$ cat config.mk
export PLATFORM = sky130hd
export DESIGN_NAME = control_pipe
export DESIGN_NICKNAME = d
export VERILOG_FILES = /design/src/rtl/control_pipe.sv
export SDC_FILE = /design/constraint.sdc
export NUM_CORES = 1
export LEC_CHECK = 0
export ABC_AREA = 1
export BUFFER_PORTS_ARGS = -buffer_cell sky130_fd_sc_hd__buf_2
export CAP_MARGIN = 10
export CORE_MARGIN = 8
export CORE_UTILIZATION = 57
export CTS_CLUSTER_DIAMETER = 60
export DETAILED_ROUTE_END_ITERATION = 7
export GPL_ROUTABILITY_DRIVEN = 1
export GPL_TIMING_DRIVEN = 0
export PLACE_DENSITY = 0.85
export SYNTH_ARGS = -nofsm -noshare
export SYNTH_HDL_FRONTEND = slang
export SYNTH_SLANG_ARGS = --single-unit
$ cat constraint.sdc
create_clock -name clk -period 2.3 [get_ports clk]
set_input_delay 0 -clock clk [delete_from_list [all_inputs] [get_ports clk]]
set_output_delay 0 -clock clk [all_outputs]
set_load 0.01 [all_outputs]
$ cat src/rtl/control_pipe.sv
// Pipelined RV32I control decoder with valid/ready handshake, flush and a saturating counter.
// Optional illegal-instruction trapping is enabled by defining CONTROL_ILLEGAL_TRAP_EN.
package riscv_control_pkg;

  typedef enum logic [3:0] {
    alu_add  = 4'd0,
    alu_sub  = 4'd1,
    alu_sll  = 4'd2,
    alu_slt  = 4'd3,
    alu_sltu = 4'd4,
    alu_xor  = 4'd5,
    alu_srl  = 4'd6,
    alu_sra  = 4'd7,
    alu_or   = 4'd8,
    alu_and  = 4'd9
  } alu_op_t;

  typedef struct packed {
    logic    reg_write;
    logic    alu_src;
    logic    mem_read;
    logic    mem_write;
    logic    mem_to_reg;
    logic    branch;
    logic    branch_neq;
    logic    jump;
    alu_op_t alu_op;
  } riscv_control_t;

endpackage

module control_pipe
  import riscv_control_pkg::*;
#(
  parameter int unsigned STAGES = 2,
  parameter int unsigned CNT_W  = 16
) (
  input  logic                 clk,
  input  logic                 rst_n,
  input  logic [31:0]          instr_in,
  input  logic                 valid_in,
  output logic                 ready_out,
  input  logic                 flush_in,
  output riscv_control_t       control_out,
  output logic [4:0]           rd_out,
  output logic [4:0]           rs1_out,
  output logic [4:0]           rs2_out,
  output logic                 valid_out,
  input  logic                 ready_in,
  output logic                 illegal_out,
  output logic [CNT_W-1:0]     decode_cnt_out
);

  localparam logic [6:0] OpBr    = 7'b1100011;
  localparam logic [6:0] OpJump  = 7'b1101111;
  localparam logic [6:0] OpLoad  = 7'b0000011;
  localparam logic [6:0] OpStore = 7'b0100011;
  localparam logic [6:0] OpImm   = 7'b0010011;
  localparam logic [6:0] OpReg   = 7'b0110011;
  localparam logic [6:0] F7Alt   = 7'b0100000;

  typedef struct packed {
    riscv_control_t ctrl;
    logic [4:0]     rd;
    logic [4:0]     rs1;
    logic [4:0]     rs2;
    logic           illegal;
  } stage_t;

  logic [6:0] opcode;
  logic [2:0] funct3;
  logic [6:0] funct7;
  stage_t     dec;
  logic       illegal_d;

  assign opcode = instr_in[6:0];
  assign funct3 = instr_in[14:12];
  assign funct7 = instr_in[31:25];

  // Shared funct3 map for OP and OP-IMM; only OP may select SUB.
  function automatic alu_op_t arith_op(input logic [2:0] f3, input logic [6:0] f7,
                                       input logic is_reg);
    alu_op_t op;
    case (f3)
      3'b000:  op = (is_reg && f7 == F7Alt) ? alu_sub : alu_add;
      3'b001:  op = alu_sll;
      3'b010:  op = alu_slt;
      3'b011:  op = alu_sltu;
      3'b100:  op = alu_xor;
      3'b101:  op = (f7 == F7Alt) ? alu_sra : alu_srl;
      3'b110:  op = alu_or;
      default: op = alu_and;
    endcase
    return op;
  endfunction

`ifdef CONTROL_ILLEGAL_TRAP_EN
  logic known_op;
  assign known_op = opcode inside {OpBr, OpJump, OpLoad, OpStore, OpImm, OpReg};
`endif

  always_comb begin
    dec             = '0;
    dec.ctrl.alu_op = alu_add;
    dec.rd          = instr_in[11:7];
    dec.rs1         = instr_in[19:15];
    dec.rs2         = instr_in[24:20];
    case (opcode)
      OpBr: begin
        dec.ctrl.alu_op = alu_sub;
        if (funct3 == 3'b001) dec.ctrl.branch_neq = 1'b1;
        else                  dec.ctrl.branch     = 1'b1;
      end
      OpJump: begin
        dec.ctrl.jump    = 1'b1;
        dec.ctrl.alu_src = 1'b1;
      end
      OpLoad: begin
        dec.ctrl.mem_read   = 1'b1;
        dec.ctrl.mem_to_reg = 1'b1;
        dec.ctrl.reg_write  = 1'b1;
        dec.ctrl.alu_src    = 1'b1;
      end
      OpStore: begin
        dec.ctrl.mem_write = 1'b1;
        dec.ctrl.alu_src   = 1'b1;
      end
      OpImm: begin
        dec.ctrl.reg_write = 1'b1;
        dec.ctrl.alu_src   = 1'b1;
        dec.ctrl.alu_op    = arith_op(funct3, funct7, 1'b0);
      end
      OpReg: begin
        dec.ctrl.reg_write = 1'b1;
        dec.ctrl.alu_op    = arith_op(funct3, funct7, 1'b1);
      end
      default: ;
    endcase

`ifdef CONTROL_ILLEGAL_TRAP_EN
    illegal_d = ~known_op
              | ((opcode == OpReg) & (funct7 != 7'b0000000) & (funct7 != F7Alt))
              | ((opcode == OpReg) & (funct7 == F7Alt) & (funct3 != 3'b000)
                 & (funct3 != 3'b101))
              | ((opcode == OpImm) & (funct3 == 3'b001) & (funct7 != 7'b0000000));
    if (illegal_d) begin
      dec.ctrl.reg_write  = 1'b0;
      dec.ctrl.mem_read   = 1'b0;
      dec.ctrl.mem_write  = 1'b0;
      dec.ctrl.mem_to_reg = 1'b0;
      dec.ctrl.branch     = 1'b0;
      dec.ctrl.branch_neq = 1'b0;
      dec.ctrl.jump       = 1'b0;
    end
`else
    illegal_d = 1'b0;
`endif
    dec.illegal = illegal_d;
  end

  logic [STAGES-1:0] valid_q;
  stage_t            stage_q   [STAGES];
  logic [STAGES-1:0] adv;
  logic [STAGES-1:0] src_valid;
  stage_t            src       [STAGES];
  logic              accept;
  logic              xfer;
  logic [CNT_W-1:0]  cnt_q;

  // A stage advances if it or any stage downstream of it is empty, or the sink is ready.
  always_comb begin
    for (int k = 0; k < int'(STAGES); k++) begin
      adv[k] = ready_in;
      for (int j = k; j < int'(STAGES); j++) begin
        if (!valid_q[j]) adv[k] = 1'b1;
      end
    end
  end

  assign ready_out = adv[0] & ~flush_in & rst_n;
  assign accept    = valid_in & ready_out;
  assign xfer      = valid_q[STAGES-1] & ready_in;

  always_comb begin
    src_valid[0] = accept;
    src[0]       = dec;
    for (int k = 1; k < int'(STAGES); k++) begin
      src_valid[k] = valid_q[k-1];
      src[k]       = stage_q[k-1];
    end
  end

  // All-zero stage data decodes as alu_add with every flag clear.
  always_ff @(posedge clk or negedge rst_n) begin
    if (!rst_n) begin
      valid_q <= '0;
      cnt_q   <= '0;
      for (int k = 0; k < int'(STAGES); k++) stage_q[k] <= '0;
    end else begin
      for (int k = 0; k < int'(STAGES); k++) begin
        if (flush_in) begin
          valid_q[k] <= 1'b0;
        end else if (adv[k]) begin
          valid_q[k] <= src_valid[k];
          if (src_valid[k]) stage_q[k] <= src[k];
        end
      end
      if (xfer && (cnt_q != {CNT_W{1'b1}})) cnt_q <= cnt_q + CNT_W'(1);
    end
  end

  assign valid_out      = valid_q[STAGES-1];
  assign control_out    = stage_q[STAGES-1].ctrl;
  assign rd_out         = stage_q[STAGES-1].rd;
  assign rs1_out        = stage_q[STAGES-1].rs1;
  assign rs2_out        = stage_q[STAGES-1].rs2;
  assign illegal_out    = stage_q[STAGES-1].illegal;
  assign decode_cnt_out = cnt_q;

endmodule
# Word level (Yosys, flattened, before mapping)
# Index checks and enable logic that the tools add are counted.
dict set report op_classes {
  n_addsub 1
  n_eq_ne 14
  mux 20
  bitwise 5
  reduce_logical 8
}
# op n
set op_table {}
lappend op_table {{4-bit one-hot mux with 7 select lines} 2}
lappend op_table {{7-bit by 6-bit == test with 1-bit output (second input constant)} 3}
lappend op_table {{16-bit by 1-bit adder with 16-bit output (second input constant)} 1}
lappend op_table {{1-bit 2-to-1 mux} 16}
lappend op_table {{16-bit != test (second input constant)} 1}
lappend op_table {{7-bit == test (second input constant)} 2}
lappend op_table {{4-bit one-hot mux with 3 select lines} 1}
lappend op_table {{3-bit == test (second input constant)} 3}
lappend op_table {{7-bit by 2-bit == test with 1-bit output (second input constant)} 1}
lappend op_table {{7-bit by 5-bit == test with 1-bit output (second input constant)} 1}
lappend op_table {{3-bit by 2-bit == test with 1-bit output (second input constant)} 2}
lappend op_table {{3-bit AND reduction} 2}
lappend op_table {{1-bit AND} 4}
lappend op_table {{2-bit nonzero test} 2}
lappend op_table {{4-bit OR reduction} 1}
lappend op_table {{3-bit by 1-bit == test with 1-bit output (second input constant)} 1}
lappend op_table {{3-bit logical NOT} 1}
lappend op_table {{3-bit OR reduction} 1}
lappend op_table {{2-bit 2-to-1 mux} 1}
lappend op_table {{1-bit logical AND} 1}
lappend op_table {{1-bit NOT} 1}
dict set report totals {
  ff_bits 70
  output_inout_bits 46
}

# Depth between registers and ports, before layout
# Gate-level depths: netlist of the first run.
dict set report depth {
  ltp_word 7
  depth_mapped 9
  depth_no_buf 8
}

# Worst setup path before layout of the first run
# No wires, ideal clock.
dict set report synth_path {
  path_kind {reg-to-reg}
  startpoint {register cnt_q[0], in the netlist decode_cnt_out[0]}
  endpoint {register cnt_q[6], in the netlist decode_cnt_out[6]}
  t_arrival_ps 1423
  t_required_ps 2183
  path_slack_ps 761
  stages_incl_launch_ff 10
  path_buffers 1
  path_cell_list {dfrtp_1 > ha_1 > nand2_2 > nor2_4 > nand2_4 > nor2_2 > nor2_2 > buf_2 > nand2_1 > nand2_1}
}
dict set report synth_via {
  elab_chain_len 2
  elab_cells_between_ends 3
}
# element line_no
set synth_rtl {}
lappend synth_rtl {{start: declaration} 168} ;# logic [CNT_W-1:0] cnt_q;
lappend synth_rtl {{start signal: assignment} 208} ;# if (xfer && (cnt_q != {CNT_W{1'b1}})) cnt_q <= cnt_q + CNT_W'(1);
lappend synth_rtl {{branches (longest 2 deep; another with 16-bit by 1-bit adder with 16-bit output)} n/a}
# Several ways; the timed one is not identified.
# A chain may end at the register's enable or synchronous reset.

# Worst setup path in the final report of the first run
dict set report layout_path {
  startpoint {input rst_n}
  endpoint {register stage_q, in the netlist src[8]}
}
dict set report layout_via {
  elab_chain_len 3
}
# element line_no
set layout_rtl {}
lappend layout_rtl {{start: declaration} 39} ;# input logic rst_n,
lappend layout_rtl {{1-bit AND} 180} ;# assign ready_out = adv[0] & ~flush_in & rst_n;
lappend layout_rtl {{1-bit AND} 181} ;# assign accept = valid_in & ready_out;
lappend layout_rtl {{3-bit AND reduction (no line)} n/a}
lappend layout_rtl {{end signal: indexed assignment} 205} ;# if (src_valid[k]) stage_q[k] <= src[k];
lappend layout_rtl {{end: declaration} 162} ;# stage_t stage_q [STAGES];
# No other way between the ends.

==> results.md, run 1 <==
* Levels on crit path at 8
* Hold path cells at 3
* DP Worst Slack at 237 ps
* Gr ovfl total at 0
* Avg WL per Cell at 14.3 µm
* Core area at roughly 5500 µm²
* Synth Area in Adders at 0.385%
* Max VDD drop at ~0.00057 V
* Area of the multi-input gates at between 1000 and 1500 µm²
* Reg area at between 1500 and 2000 µm²
* Global-route wire length before repair at 14,400 µm
* Fin crit share at a little under 90%
* Final hold vios at 0
* Die H at 91.5 µm
* Clk_lat worst skew at 340 ps
* Most numerous cell on the critical path: inv_1
* CP Capture Type: register
* Worst slew margin at approximately 64%
* Critical-path cell list: dlygate4sd3_1 > clkbuf_8 > inv_1 > nor2_1 > nand3_2 > inv_1 > clkbuf_1 > o21ai_0
* Warnings from Yosys at 0
* Most common cell after layout, fill and taps aside: nand2_1
* Fin crit period at about 2000 ps
* Initial drt markers at 125
* Compound-Gate Fraction of Synth Area at under 10%
* DR vias at just over 3k
* Reg2Reg Depth at 9
* Worst path max stage delay at between 500 and 600 ps
* Row cnt at 27
* CTS tree: built
* Main combinational cell family by area after synthesis: simple AND/OR/NAND/NOR gates
* Pwr dens at roughly 700 nW/µm²
* Smallest setup slack after layout at between 300 and 400 ps
* Reg2reg start: decode_cnt_out[0]
* Mapped cell area at ~3300 µm²
* Nets at 554
* Ant diodes at 0
* Initial Util at between 50% and 60%
* Die Wd at slightly above 90 µm
* Layout cells sized above 1 at 23.2%
* Antenna violations before repair at 0
* Root Driver: clkbuf_8
* Commonest cells after routing, fill and taps aside: nand2_1, buf_2, dfrtp_1
* Startpoint class of the critical path: primary input
* Final Slew Violations at 0
* Xor/xnor share of the synthesized area at under 10%
* Setup Fix Bufs, Post-CTS at 0
* Design area at between 4000 and 5000 µm²
* Sequential share of the synthesized area at 53.9%
* RSZ-0062 raised after global routing: false
* Worst Path Arrival at approximately 2200 ps
* Top Family by Delay on Critical Path: buffers and inverters
* Largest net degree at the start of global routing at 72
* Placed cell area at ~3700 µm²
* Final setup violation count at 0
* Post-route DRC at 0
* Syn Nets at roughly 440
* Fillers at 375
* Clock Sinks at 70
* Status: complete, no violations
* Clock Skew at roughly 8.5 ps
* Gr usage total at 20.9%
* Top fanout value on the critical path at 71
* Clock-pin slew on the worst setup and hold paths at 80 ps
* Number of global-route vias before repair at about 3.2k
* Mean Syn Cell Area at between 8 and 9 µm²
* Critical Path RT at between 2000 and 3000 ps
* Worst hold path class: in2reg
* Max Cap Violations at 0
* H-tree Lvls at 3
* IO Count at 83
* Design Power at between 3 and 4 mW
* Hpwl dp at between 5000 and 6000 µm
* Synth unique cells at 27
* Routed Antenna Nets at 0
* WS Path Type: in2reg
* Syn Inst Count at between 400 and 500
* LEAKAGE at approximately 2.3 nW
* Port bufs at approximately 80
* Worst slew pin tran at between 500 and 600 ps
* Reg2reg end: decode_cnt_out[7]
* Relative area change from synthesis to final layout at 29.0%
* Multiplexer area fraction after synthesis at under 10%
* Vias per cell at 5.18
* Cts bufs inserted at 9
* WP buf/inv at 5
* Flops & latches, synth at 70
* Final GP Congestion at about 0.83
* Hold Path Origin: instr_in[13]
* DIE AREA at 8380 µm²
* Slowest stage cell, crit path: dlygate4sd3_1
* Achievable Freq at slightly above 500 MHz
* Post-Synth Simple-Gate Area at 25.4%
* Reg2reg setup slack at around 600 ps
* Final wirelength at ~8500 µm
* CTS max path bufs at 2
* Hold EP: src[19]
* DRT Pass-1 Iters at 4
[area by class of cell]
cell class / instances / share of cell area, %
Inverter: 51 / 4.56
Multi-Input combinational cell: 267 / 29.4
Timing Repair Buffer: 104 / 15.4
Buffer: 13 / 1.73
Clock inverter: 5 / 1.37
Tap cell: 72 / 2.15
Sequential cell: 70 / 41.8
Clock buffer: 11 / 3.61
[repair_timing]
action / in CTS / in global routing
resized for setup: 0 / 2
hold buffers: 23 / 0
endpoints found under the setup margin: 0 / 19
hold endpoints to repair: 92 / 0
[worst max path at each step]
stage / start / to / slack [ps]
after detailed placement: rst_n / src[8] / 240
final: rst_n / src[8] / 310
after global placement: rst_n / src[7] / -150
after CTS: rst_n / src[8] / 50
after floorplan: decode_cnt_out[0] / decode_cnt_out[6] / 760
after global routing: rst_n / src[8] / 40
[registers in the layout, summed over array words and instances (netlist names)]
register / cells
rs2_out: 5
rd_out: 5
decode_cnt_out: 16
control_out: 11
rs1_out: 5
valid_q: 2
src: 26
[Yosys cell counts]
| cell | instances | area share, % |
|---|---|---|
| a21oi_1 | 3 | 0.46 |
| buf_2 | 7 | 1.1 |
| buf_4 | 2 | 0.46 |
| buf_6 | 1 | 0.35 |
| clkbuf_1 | 3 | 0.35 |
| conb_1 | 1 | 0.12 |
| dfrtp_1 | 70 | 54 |
| ha_1 | 1 | 0.38 |
| inv_1 | 50 | 5.8 |
| inv_2 | 1 | 0.12 |
| mux2_2 | 4 | 1.4 |
| nand2_1 | 141 | 16 |
| nand2_2 | 1 | 0.19 |
| nand2_4 | 1 | 0.35 |
| nand3_1 | 14 | 2.2 |
| nand3_2 | 1 | 0.31 |
| nand4_1 | 8 | 1.5 |
| nor2_1 | 29 | 3.3 |
| nor2_2 | 3 | 0.58 |
| nor2_4 | 1 | 0.35 |
| nor3_2 | 1 | 0.31 |
| o21ai_0 | 47 | 7.2 |
| o21ai_4 | 1 | 0.50 |
| o21bai_1 | 1 | 0.23 |
| o22ai_1 | 2 | 0.38 |
| xnor2_1 | 2 | 0.54 |
| xor2_1 | 5 | 1.3 |
[cell families after synthesis]
family | count (synthesis)
flip-flops | 70
XOR/XNOR | 7
other | 1
adder cells (fa/ha/maj) | 1
buffers and inverters | 64
AO/OA/AOI/OAI | 54
multiplexers | 4
AND/OR/NAND/NOR | 200
[where the power goes]
part | total (mW) | switching [mW] | internal, mW
Sequential | 1.49 | 0.103 | 1.38
Clock | 1.02 | 0.462 | 0.558
Combinational | 0.505 | 0.292 | 0.213
[layer usage]
layer	vias to the layer above	GRT usage [%]	routed length [µm]	share of wire (%)
met4	0	8.87	168	2.0
met3	20	5.60	626	7.4
li1	1476	-	-	-
met2	110	36.6	4420	52
met1	1466	23.3	3280	39
met5	-	0	0	0
[tightest hold or removal path: stages]
cell and delay (ps):
buf_2 130, nand2_1 100, o22ai_1 80
[through the flow]
stage	hold WS (ps)	util, %	TNS [ps]	cells
2_1_floorplan	-296	-	0	401
3_3_place_gp	207	68.0	-1640	554
3_5_place_dp	167	68.1	0	554
4_1_cts	6.49	76.1	0	593
5_1_grt	20.1	76.2	0	593
6_report	22.1	76.2	0	593
No activity file was read; power rests on OpenSTA's default activity.
==> inputs of run 2 (changes only) <==
--- a/config.mk
+++ b/config.mk
@@ -8,12 +8,13 @@
 export ABC_AREA = 1
 export BUFFER_PORTS_ARGS = -buffer_cell sky130_fd_sc_hd__buf_2
 export CAP_MARGIN = 10
+export CORE_ASPECT_RATIO = 1.75
 export CORE_MARGIN = 8
 export CORE_UTILIZATION = 57
 export CTS_CLUSTER_DIAMETER = 60
+export CTS_CLUSTER_SIZE = 30
 export DETAILED_ROUTE_END_ITERATION = 7
 export GPL_ROUTABILITY_DRIVEN = 1
-export GPL_TIMING_DRIVEN = 0
 export PLACE_DENSITY = 0.85
 export SYNTH_ARGS = -nofsm -noshare
 export SYNTH_HDL_FRONTEND = slang
==> results.md, run 2 (synthesis gave the netlist of run 1 again) <==
* Status: complete, no violations (unchanged)
* Pwr dens at 702 nW/µm² (was 718 nW/µm²)
* Setup TNS at 0 ps (unchanged)
* Fin crit period at 1760 ps (was 1990 ps)
* Commonest cells after routing, fill and taps aside: nand2_1, buf_2, dfrtp_1 (unchanged)
* Setup Fix Bufs, Post-CTS at 0 (unchanged)
* Initial Util at 58.7% (was 59.0%)
* Die H at 116 µm (was 91.5 µm)
* DIE AREA at 8470 µm² (was 8380 µm²)
* Clk_lat worst skew at 350 ps (was 340 ps)
* Reg2reg start: decode_cnt_out[0] (unchanged)
* RSZ-0062 raised after global routing: false (unchanged)
* Row cnt at 36 (was 27)
* Reg2Reg Depth at 8 (was 9)
* Post-route DRC at 0 (unchanged)
* CP Capture Type: register (unchanged)
* Final hold vios at 0 (unchanged)
* Critical Path RT at 2590 ps (was 2500 ps)
* Design Power at 2.89 mW (was 3.01 mW)
* Antenna violations before repair at 0 (unchanged)
* Critical-path cell list: ha_1 > nand2_2 > nor2_4 > nand2_4 > nor2_2 > nor2_2 > nand2_1 > nand2_1 (was dlygate4sd3_1 > clkbuf_8 > inv_1 > nor2_1 > nand3_2 > inv_1 > clkbuf_1 > o21ai_0)
* Global-route wire length before repair at 13,200 µm (was 14,400 µm)
* Max Cap Violations at 0 (unchanged)
* Hold Path Origin: instr_in[3] (was instr_in[13])
* CTS Hold Bufs at 23 (unchanged)
* Vias per cell at 5.05 (was 5.18)
* IO Count at 83 (unchanged)
* Avg WL per Cell at 13.6 µm (was 14.3 µm)
* Max VDD drop at 0.000533 V (was 0.000567 V)
* Largest net degree at the start of global routing at 71 (was 72)
* Relative area change from synthesis to final layout at 26.8% (was 29.0%)
* Hold path cells at 3 (unchanged)
* DR vias at 2,970 (was 3,072)
* Internal at 2.07 mW (was 2.15 mW)
* Worst slew pin tran at 864 ps (was 533 ps)
* Final Slew Violations at 0 (unchanged)
* Layout cells sized above 1 at 22.1% (was 23.2%)
* Max reg flops at 26 (unchanged)
* Sw Ratio at 28.5% (was 28.4%)
* Post-CTS Resized at 0 (unchanged)
* Reg2reg setup slack at 540 ps (was 600 ps)
* Top fanout value on the critical path at 15 (was 71)
* Core area at 5540 µm² (was 5510 µm²)
* Final wirelength at 7990 µm (was 8500 µm)
* Gr usage total at 20.1% (was 20.9%)
* Final GP Congestion at 0.865 (was 0.832)
* Achievable Freq at 570 MHz (was 503 MHz)
* Nets at 544 (was 554)
* Fin crit share at 76.3% (was 86.5%)
* Hpwl dp at 5630 µm (was 5830 µm)
* Combinational Power Share at 16.9% (was 16.8%)
* DRT Pass-1 Iters at 5 (was 4)
* Port bufs at 81 (unchanged)
* Worst path max stage delay at 450 ps (was 540 ps)
* Die Wd at 73.1 µm (was 91.5 µm)
* WS Path Type: reg2reg (was in2reg)
* Number of global-route vias before repair at 2,973 (was 3,167)
* Initial drt markers at 219 (was 125)
* Clock-pin slew on the worst setup and hold paths at 70 ps (was 80 ps)
* Hold EP: src[20] (was src[19])
* Clock power share at 31.7% (was 33.9%)
* Slowest stage cell, crit path: dfrtp_1 (was dlygate4sd3_1)
* Routed Antenna Nets at 0 (unchanged)
* Gr ovfl total at 0 (unchanged)
* Root Driver: clkbuf_8 (unchanged)
* CTS max path bufs at 2 (unchanged)
* Flop pwr share at 51.4% (was 49.4%)
* Startpoint class of the critical path: register (was primary input)
* Worst Path Arrival at 2040 ps (was 2190 ps)
* CTS tree: built (unchanged)
* Worst slew margin at 42.4% (was 64.5%)
* LEAKAGE at 2.23 nW (was 2.27 nW)
* Worst hold path class: in2reg (unchanged)
* Clock Sinks at 70 (unchanged)
* Final setup violation count at 0 (unchanged)
* H-tree Lvls at 3 (unchanged)
* Reg2reg end: decode_cnt_out[15] (was decode_cnt_out[7])
* Psw at 0.825 mW (was 0.857 mW)
* Clock Skew at 7.04 ps (was 8.51 ps)
* Cts bufs inserted at 9 (unchanged)
* Most common cell after layout, fill and taps aside: nand2_1 (unchanged)
==> run 2: stage by stage <==
| step | setup slack (ps) | hold WS [ps] | instances | util (%) | instance area [µm²] |
|---|---|---|---|---|---|
| final | 544 | 19.6 | 588 | 74.4 | 4120 |
| after floorplan | 761 | -296 | 401 | - | 3250 |
| after global routing | 350 | 19.6 | 587 | 74.3 | 4120 |
| after global placement | 629 | 197 | 548 | 66.8 | 3700 |
| after detailed placement | 573 | 207 | 548 | 66.8 | 3700 |
| after CTS | 546 | 5.10 | 587 | 74.3 | 4120 |
==> run 2: worst max-delay path by stage <==
stage / startpoint / endpoint / slack (ps) / depth (start not counted)
after global routing: decode_cnt_out[0] / decode_cnt_out[15] / 350 / 8
after global placement: decode_cnt_out[0] / decode_cnt_out[15] / 630 / 8
after floorplan: decode_cnt_out[0] / decode_cnt_out[6] / 760 / 9
after CTS: decode_cnt_out[0] / decode_cnt_out[15] / 550 / 8
final: decode_cnt_out[0] / decode_cnt_out[15] / 540 / 8
after detailed placement: decode_cnt_out[0] / decode_cnt_out[15] / 570 / 8
==> run 2: power by group through the flow <==
stage	clock network, mW	registers (mW)	logic, mW
after floorplan	0	1.54	0.193
after global placement	0	1.50	0.452
after detailed placement	0	1.51	0.466
after CTS	0.937	1.49	0.497
after global routing	0.996	1.51	0.555
final	0.917	1.49	0.490
==> run 2: critical path: cells and delay by family, from the launching register on <==
kind | cells | cell delay [ps]
and+or+nand+nor | 7 | 950
DFF | 1 | 450
adders and majority gates | 1 | 290
==> run 2: routing by layer <==
| layer | GRT usage (%) | up-vias | wire, µm |
|---|---|---|---|
| li1 | - | 1455 | - |
| met1 | 22.0 | 1395 | 3080 |
| met2 | 33.5 | 98 | 4170 |
| met3 | 6.07 | 22 | 476 |
| met4 | 11.2 | 0 | 270 |
| met5 | 0 | - | 0 |
==> run 2: area by class of cell <==
type                            count  area, µm²
Sequential cell                    70       1750
Fill cell                         440       1420
Multi-Input combinational cell    267       1230
Timing Repair Buffer              107        658
Inverter                           51        191
Clock buffer                       13        169
Tap cell                           76       95.1
Clock inverter                      3       17.5
Antenna cell                        1       2.50
==> inputs of run 3 (changes only) <==
==> config.mk (replaced) <==
export PLATFORM = sky130hd
export DESIGN_NAME = control_pipe
export DESIGN_NICKNAME = d
export VERILOG_FILES = /design/src/rtl/control_pipe.sv
export SDC_FILE = /design/constraint.sdc
export NUM_CORES = 1
export LEC_CHECK = 0
export ABC_AREA = 0
export BUFFER_PORTS_ARGS = -buffer_cell sky130_fd_sc_hd__buf_2
export CAP_MARGIN = 10
export CORE_ASPECT_RATIO = 1.75
export CORE_MARGIN = 8
export CORE_UTILIZATION = 47
export CTS_CLUSTER_DIAMETER = 60
export CTS_CLUSTER_SIZE = 30
export DETAILED_ROUTE_END_ITERATION = 7
export GPL_ROUTABILITY_DRIVEN = 1
export PLACE_DENSITY = 0.75
export SYNTH_ARGS = -nofsm -noshare
export SYNTH_HDL_FRONTEND = slang
export SYNTH_SLANG_ARGS = --single-unit
==> constraint.sdc (replaced) <==
create_clock -name clk -period 1.5 [get_ports clk]
set_input_delay 0 -clock clk [delete_from_list [all_inputs] [get_ports clk]]
set_output_delay 0 -clock clk [all_outputs]
set_load 0.01 [all_outputs]
==> results.md, run 3 <==
* Status: finished with violations (was complete, no violations)
* Failing checks: setup timing
* Slowest stage cell, crit path: or4_4 (was dfrtp_1)
* Sequential share of the synthesized area at 56.9% (was 53.9%)
* Fin crit period at 1550 ps (was 1760 ps)
* Relative area change from synthesis to final layout at 43.2% (was 26.8%)
* Worst slew pin tran at 849 ps (was 864 ps)
* Warnings from Yosys at 0 (unchanged)
* Hold Path Origin: instr_in[2] (was instr_in[3])
* Count leader, synth: dfrtp_1 (was nand2_1)
* DIE AREA at 9500 µm² (was 8470 µm²)
* Number of global-route vias before repair at 2,570 (was 2,973)
* Largest net degree at the start of global routing at 71 (unchanged)
* Most common cell after layout, fill and taps aside: buf_2 (was nand2_1)
* Post-route DRC at 0 (unchanged)
* Hold path cells at 5 (was 3)
* Startpoint class of the critical path: register (unchanged)
* Global-route wire length before repair at 12,300 µm (was 13,200 µm)
* Initial drt markers at 183 (was 219)
* Initial Util at 47.8% (was 58.7%)
* CTS max path bufs at 2 (unchanged)
* Max Cap Violations at 0 (unchanged)
* Final setup violation count at 4 (was 0)
* Final Slew Violations at 0 (unchanged)
* Worst hold path class: in2reg (unchanged)
* Fin util at 68.5% (was 74.4%)
* Mean Syn Cell Area at 12.9 µm² (was 8.11 µm²)
* Post-synth top cells: dfrtp_1, mux2_2, nand2_1, nand3_1 (was nand2_1, dfrtp_1, inv_1, o21ai_0, nor2_1)
* Yosys top cell area share at 56.9% (was 53.9%)
* Final GP Congestion at 0.783 (was 0.865)
* Synth unique cells at 46 (was 27)
* Final wirelength at 7640 µm (was 7990 µm)
* Smallest setup slack after layout at -47.2 ps (was 544 ps)
* EDFF count, synth at 0 (unchanged)
* Reg2Reg Depth at 5 (was 8)
* Port bufs at 81 (unchanged)
* Nets at 417 (was 544)
* Achievable Freq at 646 MHz (was 570 MHz)
* Hpwl dp at 5170 µm (was 5630 µm)
* CTS tree: built (unchanged)
* Gr usage total at 16.6% (was 20.1%)
* DRT Pass-1 Iters at 4 (was 5)
* Max VDD drop at 0.00101 V (was 0.000533 V)
* Ys flop type: dfrtp_1 (unchanged)
* LEAKAGE at 2.17 nW (was 2.23 nW)
* Routed Antenna Nets at 0 (unchanged)
* Avg WL per Cell at 16.3 µm (was 13.6 µm)
* RSZ-0062 raised after global routing: true (was false)
* Cts bufs inserted at 9 (unchanged)
* Max reg flops at 26 (unchanged)
* Reg2reg start: decode_cnt_out[1] (was decode_cnt_out[0])
* Critical Path RT at 1760 ps (was 2590 ps)
* Clock-pin slew on the worst setup and hold paths at 50 ps (was 70 ps)
* Reg2reg end: decode_cnt_out[7] (was decode_cnt_out[15])
* Core area at 6440 µm² (was 5540 µm²)
* Die H at 123 µm (was 116 µm)
* Post-synth top area cell: dfrtp_1 (unchanged)
* WP buf/inv at 0 (unchanged)
* DR vias at 2,443 (was 2,970)
* Mapped cell area at 3080 µm² (was 3250 µm²)
* Critical-path cell list: ha_2 > nand3_2 > or4_4 > o2111ai_2 > xnor2_1 (was ha_1 > nand2_2 > nor2_4 > nand2_4 > nor2_2 > nor2_2 > nand2_1 > nand2_1)
* Syn Inst Count at 239 (was 401)
* Flops & latches, synth at 70 (unchanged)
* Worst slew margin at 43.4% (was 42.4%)
* Hold EP: src[20] (unchanged)
* Top Family by Delay on Critical Path: simple AND/OR/NAND/NOR gates (unchanged)
* Pwr dens at 1230 nW/µm² (was 702 nW/µm²)
* Design Power at 5.44 mW (was 2.89 mW)
* Root Driver: clkbuf_16 (was clkbuf_8)
* Worst path max stage delay at 480 ps (was 450 ps)
* Reg2reg setup slack at -50 ps (was 540 ps)
* WS Path Type: reg2reg (unchanged)
* Row cnt at 39 (was 36)
* CP Capture Type: register (unchanged)
* Die Wd at 77.2 µm (was 73.1 µm)
* Async S/R FF share, synth at 100% (unchanged)
* Fin crit share at 103% (was 76.3%)
* Final hold vios at 0 (unchanged)
* Top cells by area, synth: dfrtp_1, mux2_2, nand2_1, xnor2_1, nand3_1 (was dfrtp_1, nand2_1, o21ai_0, inv_1, nor2_1)
* Vias per cell at 5.22 (was 5.05)
* Commonest cells after routing, fill and taps aside: buf_2, dfrtp_1, mux2_2 (was nand2_1, buf_2, dfrtp_1)
* Clk_lat worst skew at 330 ps (was 350 ps)
* Gr ovfl total at 0 (unchanged)
* IO Count at 83 (unchanged)
* Layout cells sized above 1 at 52.1% (was 22.1%)
* Syn Nets at 277 (was 439)
* Clock Sinks at 70 (unchanged)
* Clock Skew at 4.01 ps (was 7.04 ps)
* H-tree Lvls at 3 (unchanged)
* Antenna violations before repair at 0 (unchanged)
* Top fanout value on the critical path at 6 (was 15)
* Worst Path Arrival at 1800 ps (was 2040 ps)
-- run 3: per-layer routing --
metal  GRT usage, %  up-vias  share of wire, %
met5              0        -                 0
met4           12.1        0               2.9
met3           4.80       14               5.2
met2           29.1       65                55
met1           16.3     1221                37
li1               -     1143                 -
-- run 3: timing repair --
action | in CTS | in global routing
hold buffers | 21 | 0
endpoints found under the hold margin | 90 | 0
gates cloned | 0 | 0
resized for setup | 3 | 9
setup buffers | 0 | 4
endpoints found under the setup margin | 11 | 25
pin swaps | 1 | 5
-- run 3: worst reg2reg max path: cells and delay by family (launching register included) --
kind	cells	cell delay [ps]
DFF	1	370
and+or+nand+nor	2	560
xor gates and xnor gates	1	130
adders and majority gates	1	210
AOI/OAI and AO/OA	1	200
-- run 3: final cells by class --
cell class | count | area, µm²
antenna | 2 | 5.00
clock buffer | 11 | 243
clock inverter | 5 | 58.8
fill | 508 | 2030
inverter | 2 | 7.51
multi-input combinational | 158 | 1330
sequential | 70 | 1750
tap | 82 | 103
timing repair buffer | 138 | 911
-- run 3: power by group --
group | switching [mW] | total (mW) | internal, mW
Combinational | 0.468 | 1.02 | 0.555
Sequential | 0.142 | 2.31 | 2.17
Clock | 0.780 | 2.11 | 1.33
-- run 3: kinds of logic (layout without fill, tap and decap cells) --
logic type | Yosys count | in the layout | synth area share, %
buffers and inverters | 11 | 156 | 2.28
multiplexers | 46 | 46 | 16.8
adder cells (fa/ha/maj) | 1 | 1 | 0.406
other | 1 | 3 | 0.122
flip-flops | 70 | 70 | 56.9
AO/OA/AOI/OAI | 27 | 27 | 6.50
AND/OR/NAND/NOR | 72 | 72 | 13.9
XOR/XNOR | 11 | 11 | 3.13
-- run 3: per-stage QoR --
step | setup TNS (ps) | hold WS (ps) | std cells | worst slack (ps) | instance area, µm²
global route | -590 | 61.7 | 466 | -114 | 4410
global placement | -790 | 188 | 425 | -184 | 3800
detailed placement | -1020 | 200 | 425 | -209 | 3800
finish | -98.9 | 44.4 | 468 | -47.2 | 4410
floorplan | -1020 | -296 | 239 | -232 | 3090
CTS | -33.7 | 43.1 | 462 | -18.5 | 4330
-- run 3: how the worst max path moves through the flow --
stage	from	to	slack (ps)	cells after the start
6_report	decode_cnt_out[1]	decode_cnt_out[7]	-50	5
3_3_place_gp	decode_cnt_out[0]	decode_cnt_out[7]	-180	5
5_1_grt	decode_cnt_out[1]	decode_cnt_out[7]	-110	5
2_1_floorplan	decode_cnt_out[0]	decode_cnt_out[7]	-230	6
3_5_place_dp	decode_cnt_out[1]	decode_cnt_out[7]	-210	5
4_1_cts	decode_cnt_out[1]	decode_cnt_out[7]	-20	5
